### src/rtl/compare_seeker_pkg.sv
// Shared definitions for the Logic Machine comparator slice: FSM state
// encoding, comparator op select and the flag-priority resolver.
package logic_machine_pkg;

    typedef enum logic [2:0] {
        ST_IDLE   = 3'd0,
        ST_DRIVE  = 3'd1,
        ST_SAMPLE = 3'd2,
        ST_VERIFY = 3'd3,
        ST_DONE   = 3'd4
    } seek_state_t;

    localparam logic [1:0] OP_EQUAL = 2'b00;

    typedef enum logic [1:0] {
        FLAG_HIT   = 2'd0,
        FLAG_CLEAR = 2'd1,
        FLAG_KEEP  = 2'd2
    } flag_outcome_t;

    // Equal beats less beats greater; any other combination keeps the bit.
    function automatic flag_outcome_t resolve_flags(input logic equal,
                                                    input logic less,
                                                    input logic greater);
        flag_outcome_t outcome;
        if (equal)
            outcome = FLAG_HIT;
        else if (less)
            outcome = FLAG_CLEAR;
        else if (greater)
            outcome = FLAG_KEEP;
        else
            outcome = FLAG_KEEP;
        return outcome;
    endfunction

endpackage

### src/rtl/compare_seeker_settle_counter.sv
// Loadable down-counter with a zero flag. Times how long a trial value is
// held on the comparator before its flags are trusted.
module settle_counter #(
    parameter int CW = 1
) (
    input  logic          clk,
    input  logic          reset,
    input  logic          load,
    input  logic [CW-1:0] load_value,
    input  logic          dec,
    output logic          zero
);

    logic [CW-1:0] count;

    // Load wins over decrement; the count parks at zero.
    always_ff @(posedge clk) begin
        if (reset)
            count <= '0;
        else if (load)
            count <= load_value;
        else if (dec && (count != '0))
            count <= count - CW'(1);
    end

    assign zero = (count == '0);

endmodule

### src/rtl/compare_seeker.sv
// Successive-approximation controller for the Logic Machine comparator.
// Drives the comparator's y operand one bit at a time, MSB first, and
// reads back equal/greater/less to recover x.
// Optional feature: define SEEK_VERIFY_EN to add a final verify compare
// that raises error when the found value does not compare equal.
module compare_seeker
    import logic_machine_pkg::*;
#(
    parameter int WIDTH  = 4,
    parameter int SETTLE = 1
) (
    input  logic             clk,
    input  logic             reset,
    input  logic             start,
    input  logic             equal,
    input  logic             greater,
    input  logic             less,
    output logic [WIDTH-1:0] guess,
    output logic [1:0]       op,
    output logic [WIDTH-1:0] found,
    output logic [2:0]       steps,
    output logic             busy,
    output logic             done,
    output logic             error
);

    localparam int IW = (WIDTH > 1) ? $clog2(WIDTH) : 1;
    localparam int CW = $clog2(SETTLE + 1);
    localparam logic [WIDTH-1:0] ONE     = WIDTH'(1);
    localparam logic [WIDTH-1:0] MSB_ONE = ONE << (WIDTH - 1);
    localparam logic [IW-1:0]    TOP_BIT = IW'(WIDTH - 1);

    seek_state_t      state;
    logic [IW-1:0]    bit_idx;
    flag_outcome_t    outcome;
    logic [WIDTH-1:0] bit_mask;
    logic [WIDTH-1:0] resolved_guess;
    logic [WIDTH-1:0] next_guess;
    logic             cnt_load;
    logic [CW-1:0]    cnt_value;
    logic             cnt_dec;
    logic             settle_zero;

    assign op = OP_EQUAL;

    // Resolve this compare's flags and prepare the following trial value.
    always_comb begin
        outcome        = resolve_flags(equal, less, greater);
        bit_mask       = ONE << bit_idx;
        resolved_guess = (outcome == FLAG_CLEAR) ? (guess & ~bit_mask) : guess;
        next_guess     = resolved_guess | (bit_mask >> 1);
    end

    // Reload the settle counter whenever a new value goes onto the comparator.
    always_comb begin
        cnt_load  = 1'b0;
        cnt_value = CW'(SETTLE - 1);
        cnt_dec   = 1'b0;
        case (state)
            ST_IDLE, ST_DONE: cnt_load = start;
            ST_DRIVE:         cnt_dec  = 1'b1;
            ST_SAMPLE: begin
                if (outcome != FLAG_HIT) begin
                    cnt_load = 1'b1;
`ifdef SEEK_VERIFY_EN
                    if (bit_idx == '0)
                        cnt_value = CW'(SETTLE);
`endif
                end
            end
`ifdef SEEK_VERIFY_EN
            ST_VERIFY:        cnt_dec  = 1'b1;
`endif
            default: ;
        endcase
    end

    settle_counter #(
        .CW(CW)
    ) u_settle (
        .clk        (clk),
        .reset      (reset),
        .load       (cnt_load),
        .load_value (cnt_value),
        .dec        (cnt_dec),
        .zero       (settle_zero)
    );

    // Search FSM with all outputs registered.
    always_ff @(posedge clk) begin
        if (reset) begin
            state   <= ST_IDLE;
            guess   <= '0;
            found   <= '0;
            steps   <= '0;
            busy    <= 1'b0;
            done    <= 1'b0;
            bit_idx <= '0;
`ifdef SEEK_VERIFY_EN
            error   <= 1'b0;
`endif
        end else begin
            case (state)
                ST_IDLE, ST_DONE: begin
                    if (start) begin
                        state   <= ST_DRIVE;
                        guess   <= MSB_ONE;
                        bit_idx <= TOP_BIT;
                        steps   <= '0;
                        busy    <= 1'b1;
                        done    <= 1'b0;
`ifdef SEEK_VERIFY_EN
                        error   <= 1'b0;
`endif
                    end
                end
                ST_DRIVE: begin
                    if (settle_zero)
                        state <= ST_SAMPLE;
                end
                ST_SAMPLE: begin
                    steps <= steps + 3'd1;
                    if (outcome == FLAG_HIT) begin
                        found <= guess;
                        state <= ST_DONE;
                        busy  <= 1'b0;
                        done  <= 1'b1;
                    end else if (bit_idx == '0) begin
                        guess <= resolved_guess;
                        found <= resolved_guess;
`ifdef SEEK_VERIFY_EN
                        state <= ST_VERIFY;
`else
                        state <= ST_DONE;
                        busy  <= 1'b0;
                        done  <= 1'b1;
`endif
                    end else begin
                        guess   <= next_guess;
                        bit_idx <= bit_idx - IW'(1);
                        state   <= ST_DRIVE;
                    end
                end
`ifdef SEEK_VERIFY_EN
                ST_VERIFY: begin
                    if (settle_zero) begin
                        steps <= steps + 3'd1;
                        error <= ~equal;
                        state <= ST_DONE;
                        busy  <= 1'b0;
                        done  <= 1'b1;
                    end
                end
`endif
                default: begin
                    state <= ST_IDLE;
                    busy  <= 1'b0;
                end
            endcase
        end
    end

`ifndef SEEK_VERIFY_EN
    assign error = 1'b0;
`endif

endmodule
### config.mk
export PLATFORM = sky130hd
export DESIGN_NAME = compare_seeker
export DESIGN_NICKNAME = d
export VERILOG_FILES = /design/src/rtl/compare_seeker_pkg.sv /design/src/rtl/compare_seeker_settle_counter.sv /design/src/rtl/compare_seeker.sv
export SDC_FILE = /design/constraint.sdc
export NUM_CORES = 1
export LEC_CHECK = 0
export ABC_AREA = 1
export CAP_MARGIN = 25
export CORE_UTILIZATION = 47
export DETAILED_ROUTE_END_ITERATION = 7
export PLACE_DENSITY = 0.85
export SKIP_LAST_GASP = 1
export SLEW_MARGIN = 25
export SYNTH_ARGS = -nofsm -noshare
export SYNTH_HDL_FRONTEND = slang
export SYNTH_SLANG_ARGS = --single-unit
### constraint.sdc
create_clock -name clk -period 1.44 [get_ports clk]
set_input_delay 0.288 -clock clk [delete_from_list [all_inputs] [get_ports clk]]
set_output_delay 0.288 -clock clk [all_outputs]
set_load 0.005 [all_outputs]
==> summary.md, run 1 <==
| Metric | Value |
|---|---|
| Clock latency on the worst-skew pair | just over 300 ps |
| Die height | roughly 46 microns |
| Area leader, netlist | dfxtp_1 |
| Cells along the critical path | inv_1 -> ha_1 -> nor2_4 -> nand3_1 -> nand3_1 -> nand2_1 -> a21oi_1 |
| Area of the mapped netlist | just over 900 sq um |
| DR DRC count | 0 |
| Grt ovf | 0 |
| TritonCTS Buffers | 3 |
| Die W | 46.0 microns |
| CTS tree | yes |
| DRT antenna net count | 0 |
| Dominant cells by area after synthesis | dfxtp_1, nand2_1, a21oi_1 |
| Crit share post-route | between 90% and 100% |
| Placed insts | 167 |
| Post-synth EDFFs | 0 |
| Clock group share of total power | between 20% and 30% |
| Met2 Usage GRT | about a third |
| Sw frac | between 20% and 30% |
| Asr flop ratio synth | 0% |
| GRT busiest layer | met2 |
| Via density | roughly 5 |
| Max-Cap Viols | 0 |
| Final worst setup slack | 107 ps |
| Initial core utilization | 51.6% |
| Status | complete, no violations |
| Max Freq | 750 MHz |
| Post-synthesis area per instance | between 7 and 8 sq um |
| Worst EP arrival | about 1600 ps |
| # setup viols final | 0 |
| Pwr Density | 850 nW/um^2 |
| Yosys reg bits | 19 |
| Vias in the first global route | ~730 |
| Critical Path RT | roughly 1700 ps |
| Synth top cells by count | nand2_1, dfxtp_1, a21oi_1 |
| Met1 Use GR | between 20 and 30% |
| H-tree Lvls | 1 |
| Endpoints failing hold | 0 |
| Minimum clock period | between 1000 and 1500 ps |
| Core Box Area | around 1800 sq um |
| Fill count | 149 |
| Area grow syn2layout | 34.5% |
| Non-Filler Instances | around 180 |
| Detailed Routing Iterations Pass 1 | 4 |
| Storage element area | 394 sq um |
| Synthesized netlist cell count | ~120 |
| Iter 0 DRT Violations | 24 |
| Flop pwr share | 54.7% |
| Delay of the slowest critical-path stage | between 300 and 400 ps |
| Area share of the largest cell type after synthesis | a little over two fifths |
| Crit-path max FO | 3 |
| Die area | roughly 2100 sq um |
| Slew Limit Fails | 0 |
| RSZ-0062 raised after global routing | true |
| VDD IR max | 0.000652 V |
| Top-count cell post-synth | nand2_1 |
| Nets | between 150 and 200 |
| Mean routed wirelength per cell | roughly 12 microns |
| Leakage | 0.724 nW |
| CTS Hold Buffers Added | 0 |
| CTS Sinks | 19 |
| Multi-input gate area | 465 sq um |
| Main synth FF type | dfxtp_1 |
| Row count | 15 |
| CP Capture Type | register |
| Port bufs | 17 |
| Yosys warns | 0 |
| Top Ports | 22 |
| Critical setup path kind | register to register |
| Routed wire length | between 2000 and 2500 microns |
| Clock transition at path regs | approximately 110 ps |
| Critical Path Source Type | register |
| DP HPWL | around 1500 microns |
| Register area share after synthesis | between 40% and 50% |
| Layout cells sized above 1 | between 20% and 30% |
| Clk root buf | clkbuf_4 |
| Synth cell types | 17 |
| Final Total Pwr | around 1.0 mW |
| P_sw | 295 uW |
| First-pass GRT wire length | 3280 microns |
| Met3 Resource Use GR | 2.38% |
| Total number of vias | 875 |
| Combinational share of power | a little under a fifth |
| P_int | around 750 uW |
| GRT Overall Usage | 21.8% |
| Crit path top cell by count | nand3_1 |
| Pre-CTS setup slack | -105 ps |
| CP max stage cell | dfxtp_1 |
| Largest net degree at the start of global routing | 11 |
| Antenna violations before repair | 0 |
| Tightest Hold Check Type | register to register |
| Antenna Cells | 0 |
| Worst Skew | 3.91 ps |
| Clock buffer depth | 2 |
| GPL Wtd Cong | 0.797 |
[layer usage]
layer	vias to the layer above	routed length [microns]	part of all wire [%]
li1	442	-	-
met1	414	957	46
met2	14	1040	50
met3	5	46	2.2
met4	0	43	2.1
met5	-	0	0
[per-stage QoR]
stage / utilization [%] / TNS (ps) / hold WS (ps) / area (sq um)
after CTS: 65.6 / -24.9 / 460 / 1160
after floorplan: - / 0 / 440 / 918
final: 69.4 / 0 / 465 / 1220
after global placement: 63.6 / -579 / 447 / 1120
after global routing: 69.4 / -104 / 508 / 1220
after detailed placement: 63.6 / -692 / 452 / 1120
[sequential cells by signal, summed over array words and instances, names as in the netlist]
name            count
bit_idx             2
busy                1
done                1
found               4
guess               4
state               3
steps               3
u_settle.count      1
[power groups by stage]
stage | Combinational, mW | Sequential, mW | Clock, mW
after floorplan | 0.114 | 0.578 | 0
after global placement | 0.183 | 0.578 | 0
after detailed placement | 0.186 | 0.580 | 0
after CTS | 0.189 | 0.569 | 0.274
after global routing | 0.220 | 0.574 | 0.295
final | 0.195 | 0.570 | 0.276
[kinds of logic (layout without fill, tap and decap cells)]
family / after synthesis / after routing / synth area share [%]
adders and majority gates: 5 / 5 / 6.87
DFF: 19 / 19 / 41.8
other: 1 / 3 / 0.412
buffers and inverters: 18 / 43 / 8.79
AOI/OAI and AO/OA: 25 / 25 / 14.1
and+or+nand+nor: 55 / 55 / 28.0
[critical path, delay by kind of cell (launching register included)]
family	cells	cell delay (ps)
compound gates	1	110
fa+ha+maj	1	240
buf+inv	1	70
flops	1	380
simple gates	4	470
[what timing repair did]
item,in CTS,in global routing
gates resized for setup,10,16
hold endpoints to repair,0,0
endpoints found under the setup margin,11,19
buffers inserted,0,4
pin swaps,0,1
[final timing paths]
kind / from / end / slack [ps] / cells after the start
max: bit_idx[0]$_SDFFE_PP0P_ / busy$_SDFFE_PP0P_ / 110 / 7
min: busy$_SDFFE_PP0P_ / busy$_SDFFE_PP0P_ / 470 / 2
max reg2reg: bit_idx[0]$_SDFFE_PP0P_ / busy$_SDFFE_PP0P_ / 110 / 7
min reg2reg: busy$_SDFFE_PP0P_ / busy$_SDFFE_PP0P_ / 470 / 2
[cell usage in the layout, fill, tap and decap left out, drive strengths merged]
cell type,n
a21oi,17
buf,8
clkbuf,4
clkdlybuf4s50,4
conb,3
dfxtp,19
dlygate4sd2,2
dlymetal6s2s,11
ha,5
inv,14
nand2,36
nand3,11
nor2,8
o21ai,8
[cell type report]
class	instances	share of cell area (%)
Sequential cell	19	32.2
Clock buffer	4	2.15
Multi-Input combinational cell	88	38.0
Inverter	14	4.29
Timing Repair Buffer	25	20.8
Tap cell	25	2.55
(Power assumes the default switching activity.)
==> run 2: changes to the inputs <==
--- a/config.mk
+++ b/config.mk
@@ -7,10 +7,9 @@
 export LEC_CHECK = 0
 export ABC_AREA = 1
 export CAP_MARGIN = 25
-export CORE_UTILIZATION = 47
+export CORE_UTILIZATION = 51
 export DETAILED_ROUTE_END_ITERATION = 7
-export PLACE_DENSITY = 0.85
-export SKIP_LAST_GASP = 1
+export PLACE_DENSITY = 0.91
 export SLEW_MARGIN = 25
 export SYNTH_ARGS = -nofsm -noshare
 export SYNTH_HDL_FRONTEND = slang
==> constraint.sdc (replaced) <==
create_clock -name clk -period 1.6 [get_ports clk]
set_input_delay 0.32 -clock clk [delete_from_list [all_inputs] [get_ports clk]]
set_output_delay 0.32 -clock clk [all_outputs]
set_load 0.005 [all_outputs]
==> summary.md, run 2 (synthesis results as in run 1) <==
| Metric | Value |
|---|---|
| Nets | 156 (was 162) |
| Layout cells sized above 1 | 12.5% (was 23.3%) |
| Top delay family on crit path | buffers and inverters (was simple AND/OR/NAND/NOR gates) |
| Total number of vias | 839 (was 875) |
| CTS Hold Buffers Added | 0 (unchanged) |
| H-tree Lvls | 1 (unchanged) |
| Hold wc startpoint | u_settle.count$_SDFFE_PP0P_ (was busy$_SDFFE_PP0P_) |
| Worst EP arrival | 1190 ps (was 1580 ps) |
| CTS Sinks | 19 (unchanged) |
| Port bufs | 17 (unchanged) |
| Setup_tns | 0 ps (unchanged) |
| Die height | 44.3 microns (was 46.0 microns) |
| Antenna violations before repair | 0 (unchanged) |
| TritonCTS Buffers | 3 (unchanged) |
| Grt ovf | 0 (unchanged) |
| Largest net degree at the start of global routing | 11 (unchanged) |
| Antenna Cells | 0 (unchanged) |
| CP bufs+invs | 1 (unchanged) |
| Clock latency on the worst-skew pair | 280 ps (was 310 ps) |
| Most frequent cells in the layout | nand2_1, dfxtp_1, clkdlybuf4s50_1 (was nand2_1, a21oi_1, inv_1, dfxtp_2, dlymetal6s2s_1) |
| RR Startpoint | bit_idx[0]$_SDFFE_PP0P_ (unchanged) |
| Crit-path max FO | 4 (was 3) |
| Row count | 14 (was 15) |
| Max-Cap Viols | 0 (unchanged) |
| Leakage | 0.491 nW (was 0.724 nW) |
| Routed wire length | 1860 microns (was 2080 microns) |
| GPL Wtd Cong | 0.844 (was 0.797) |
| Top flop regs | found (4), guess (4) (unchanged) |
| Cells along the critical path | clkdlybuf4s50_1 (was inv_1 -> ha_1 -> nor2_4 -> nand3_1 -> nand3_1 -> nand2_1 -> a21oi_1) |
| Slew Limit Fails | 0 (unchanged) |
| WHS | 467 ps (was 465 ps) |
| Via density | 4.99 (was 5.00) |
| DRT antenna net count | 0 (unchanged) |
| Final worst setup slack | 88.5 ps (was 107 ps) |
| Minimum clock period | 1510 ps |
| Max Freq | around 660 MHz |
| Delay of the slowest critical-path stage | 520 ps (was 380 ps) |
| Critical Path Source Type | register (unchanged) |
| Clock transition at path regs | 100 ps (was 110 ps) |
| Critical Path RT | 1280 ps (was 1690 ps) |
| CP max stage cell | clkdlybuf4s50_1 (was dfxtp_1) |
| GRT Overall Usage | 21.2% (was 21.8%) |
| # setup viols final | 0 (unchanged) |
| Die W | 44.3 microns (was 46.0 microns) |
| DR DRC count | 0 (unchanged) |
| Fill count | 116 (was 149) |
| Top Ports | 22 (unchanged) |
| Core Box Area | 1590 sq um (was 1760 sq um) |
| Non-Filler Instances | 168 (was 175) |
| Clk root buf | clkbuf_4 (unchanged) |
| VDD IR max | 0.000952 V (was 0.000652 V) |
| Detailed Routing Iterations Pass 1 | 4 (unchanged) |
| CTS tree | yes (unchanged) |
| Area grow syn2layout | 25.1% (was 34.5%) |
| CP Capture Type | output pin (was register) |
| Status | complete, no violations (unchanged) |
| Storage element area | 380 sq um (was 394 sq um) |
| RSZ-0062 raised after global routing | false (was true) |
| Endpoints failing hold | 0 (unchanged) |
| Mean routed wirelength per cell | 11.1 microns (was 11.9 microns) |
| Most common cell after layout, fill and taps aside | nand2_1 (unchanged) |
| Pwr Density | 797 nW/um^2 (was 850 nW/um^2) |
| Die area | 1960 sq um (was 2120 sq um) |
| Placed insts | 164 (was 167) |
| Tightest Hold Check Type | register to register (unchanged) |
| R2r setup slk | 220 ps (was 110 ps) |
| Final Total Pwr | 909 uW (was 1.04 mW) |
| Worst Setup SP | steps[0]$_SDFFE_PP0P_ (was bit_idx[0]$_SDFFE_PP0P_) |
| DP HPWL | 1470 microns (was 1490 microns) |
| Critical setup path kind | register to output pin (was register to register) |
| Vias in the first global route | 753 (was 731) |
| First-pass GRT wire length | 3120 microns (was 3280 microns) |
| Initial core utilization | 57.1% (was 51.6%) |
| Pre-CTS setup slack | -5.64 ps (was -105 ps) |
| Multi-input gate area | 465 sq um (unchanged) |
| Worst Skew | 0.705 ps (was 3.91 ps) |
| Iter 0 DRT Violations | 8 (was 24) |
| Clock buffer depth | 2 (unchanged) |
| Crit share post-route | 94.5% |
-- run 2: changes by cell type in the layout (fill, tap and decap cells not counted) --
| cell | delta |
|---|---|
| buf_4 | -6 |
| clkdlybuf4s50_1 | +13 |
| dfxtp_1 | +11 |
| dfxtp_2 | -11 |
| dlygate4sd2_1 | -2 |
| dlymetal6s2s_1 | -11 |
-- run 2: area by class of cell --
| type | count | area share, % |
|---|---|---|
| multi-input combinational | 88 | 40.8 |
| sequential | 19 | 33.4 |
| timing repair buffer | 19 | 16.2 |
| inverter | 14 | 4.61 |
| tap | 24 | 2.63 |
| clock buffer | 4 | 2.31 |
-- run 2: timing repair --
item,in CTS,in global routing
setup endpoints to repair,0,9
buffers inserted,0,0
gates resized for setup,0,2
-- run 2: tightest hold or removal path: cells and delay by family (launching register included) --
| kind | cells | cell delay (ps) |
|---|---|---|
| flops | 1 | 320 |
| simple gates | 1 | 70 |
| compound gates | 1 | 40 |
-- run 2: report_power, final --
group | switching, mW | internal [mW]
Sequential | 0.0163 | 0.495
Combinational | 0.0938 | 0.0716
Clock | 0.136 | 0.0965
Total | 0.246 | 0.663
-- run 2: worst paths after layout --
| check | endpoint | depth (start not counted) |
|---|---|---|
| worst min register to register | u_settle.count$_SDFFE_PP0P_ | 2 |
| worst max register to register | state[0]$_SDFFE_PP0P_ | 9 |
| worst min-delay path | u_settle.count$_SDFFE_PP0P_ | 2 |
| worst max-delay path | steps[0] | 1 |
-- run 2: per-layer routing --
metal,up-vias,part of all wire (%),GRT usage [%]
met5,-,0,0
met4,0,1.2,7.27
met3,2,3.0,3.67
met2,12,46,34.7
met1,394,50,28.2
li1,431,-,-
-- run 2: stage by stage --
stage | util, % | area [sq um]
floorplan | - | 918
global placement | 69.4 | 1110
detailed placement | 69.4 | 1110
CTS | 71.0 | 1130
global route | 71.5 | 1140
finish | 71.5 | 1140
==> RTL change: new RTL, config.mk and constraints of run 1 <==
Change the parameter `WIDTH` from 4 to 8.
--- a/src/rtl/compare_seeker.sv
+++ b/src/rtl/compare_seeker.sv
@@ -7,5 +7,5 @@
     import logic_machine_pkg::*;
 #(
-    parameter int WIDTH  = 4,
+    parameter int WIDTH  = 8,
     parameter int SETTLE = 1
 ) (
Ports: changed (resized found and guess); port bits go from 22 to 30. The function was not compared with the original's and may differ.
==> RTL change against run 1 <==
- the flow now finishes with violations (design-rule violations)
- clock power grew 39%
- first-iteration DRC count grew 140%
- power grew 48%
- wire length grew 57%
- setup slack lost 0.074 ns
- cell area grew 55%
- clock skew grew 0.0083 ns
- global-route usage shrank 1.3 points
- critical endpoint is now found[4]$_SDFFE_PP0P_
- area after synthesis grew 57%
- utilization shrank 2.4 points
- combinational power grew 68%
- sequential cell count grew 9
==> RTL change: results <==
[drt]
num_vias = 1401
route.detailed.drc = 4
routed_wl_mm = 3.27
wl_met3_um = 151
drt_first_pass_iters = 6
drt_iter0_markers = 58
wl_met2_mm = 1.60

[grt]
use_met3_pct = 2.49
grt_pass1_wl_mm = 5.33
grtUsageMet2_pct = 36.1
grt_pass1_vias = 1313

[power_and_ir_drop]
ir_drop_uv = 650
p_leak_nw = 0.953
p_comb_uw = 327

[place]
place_congestion = 0.876

[synth]
synth_area_leaders = "dfxtp_1 (39%), nand2_1 (15%), a21oi_1 (6.3%)"
synth_common_cells = "nand2_1 (56), dfxtp_1 (28), nor2_1 (20)"
yosysSeqAreaShare_pct = 39.2

[status]
violations = "design-rule violations"
status = "finished with violations"

[worst_setup_path]
arrival_ns = 1.65
slowest_delay_ns = 0.35
rrSetupSlack_ns = 0.03
crit_slowest_cell = "dfxtp_2"

[timing]
hold_ws_ns = 0.464

[clock_tree]
insertion_delay_ns = 0.34

[final_layout]
multi_input_area_um2 = 746

[min_path]
hp-start = "u_settle.count$_SDFFE_PP0P_"
[RTL change: cell types whose count changed after synthesis, sizes merged, moves of 2 or more]
cell	run 1	this run
a21oi	17	20
buf	4	8
dfxtp	19	28
inv	14	18
nand2	36	61
nor2	8	24
nor4	0	2
o21ai	8	10
[RTL change: stage by stage]
stage                     setup WS, ns  instances  power (mW)  setup TNS (ns)
after floorplan                 0.0697        199        1.04               0
after global placement         -0.0950        262        1.15           -1.09
after detailed placement        -0.101        262        1.16           -1.42
after CTS                      -0.0201        274        1.52         -0.0201
after global routing           -0.0210        274        1.60         -0.0491
final                           0.0333        274        1.54               0
[RTL change: repair_timing]
action | 4_1_cts | 5_1_grt
setup buffers | 8 | 0
gates resized for setup | 41 | 11
pin swaps | 0 | 1
endpoints found under the setup margin | 21 | 14
[RTL change: worst max-delay path, delay by kind of cell, from the launching register on]
family,cells,cell delay [ns]
adder cells (fa/ha/maj),1,0.23
flip-flops,1,0.35
AND/OR/NAND/NOR,6,0.44
buffers and inverters,3,0.29
[RTL change: cell type report]
type                    count  area share [%]
multi-input cells         143            39.3
well taps                  31            2.04
clock buffers               4            1.91
flip-flops and latches     28            31.0
repair buffers             49            21.7
inverters                  19            4.02
[RTL change: final timing paths]
| check | cells after the start | endpoint |
|---|---|---|
| setup / recovery | 10 | found[4]$_SDFFE_PP0P_ |
| hold / removal | 1 | state[1]$_SDFFE_PP0P_ |
| setup reg to reg | 10 | found[4]$_SDFFE_PP0P_ |
| hold reg to reg | 1 | state[1]$_SDFFE_PP0P_ |
[RTL change: kinds of logic after synthesis]
group	Yosys count	synth area share, %
other	1	0.262
adders and majority gates	6	5.25
xor gates and xnor gates	1	0.613
AOI/OAI and AO/OA	31	11.5
buffers and inverters	28	9.98
and+or+nand+nor	102	33.2
DFF	28	39.2
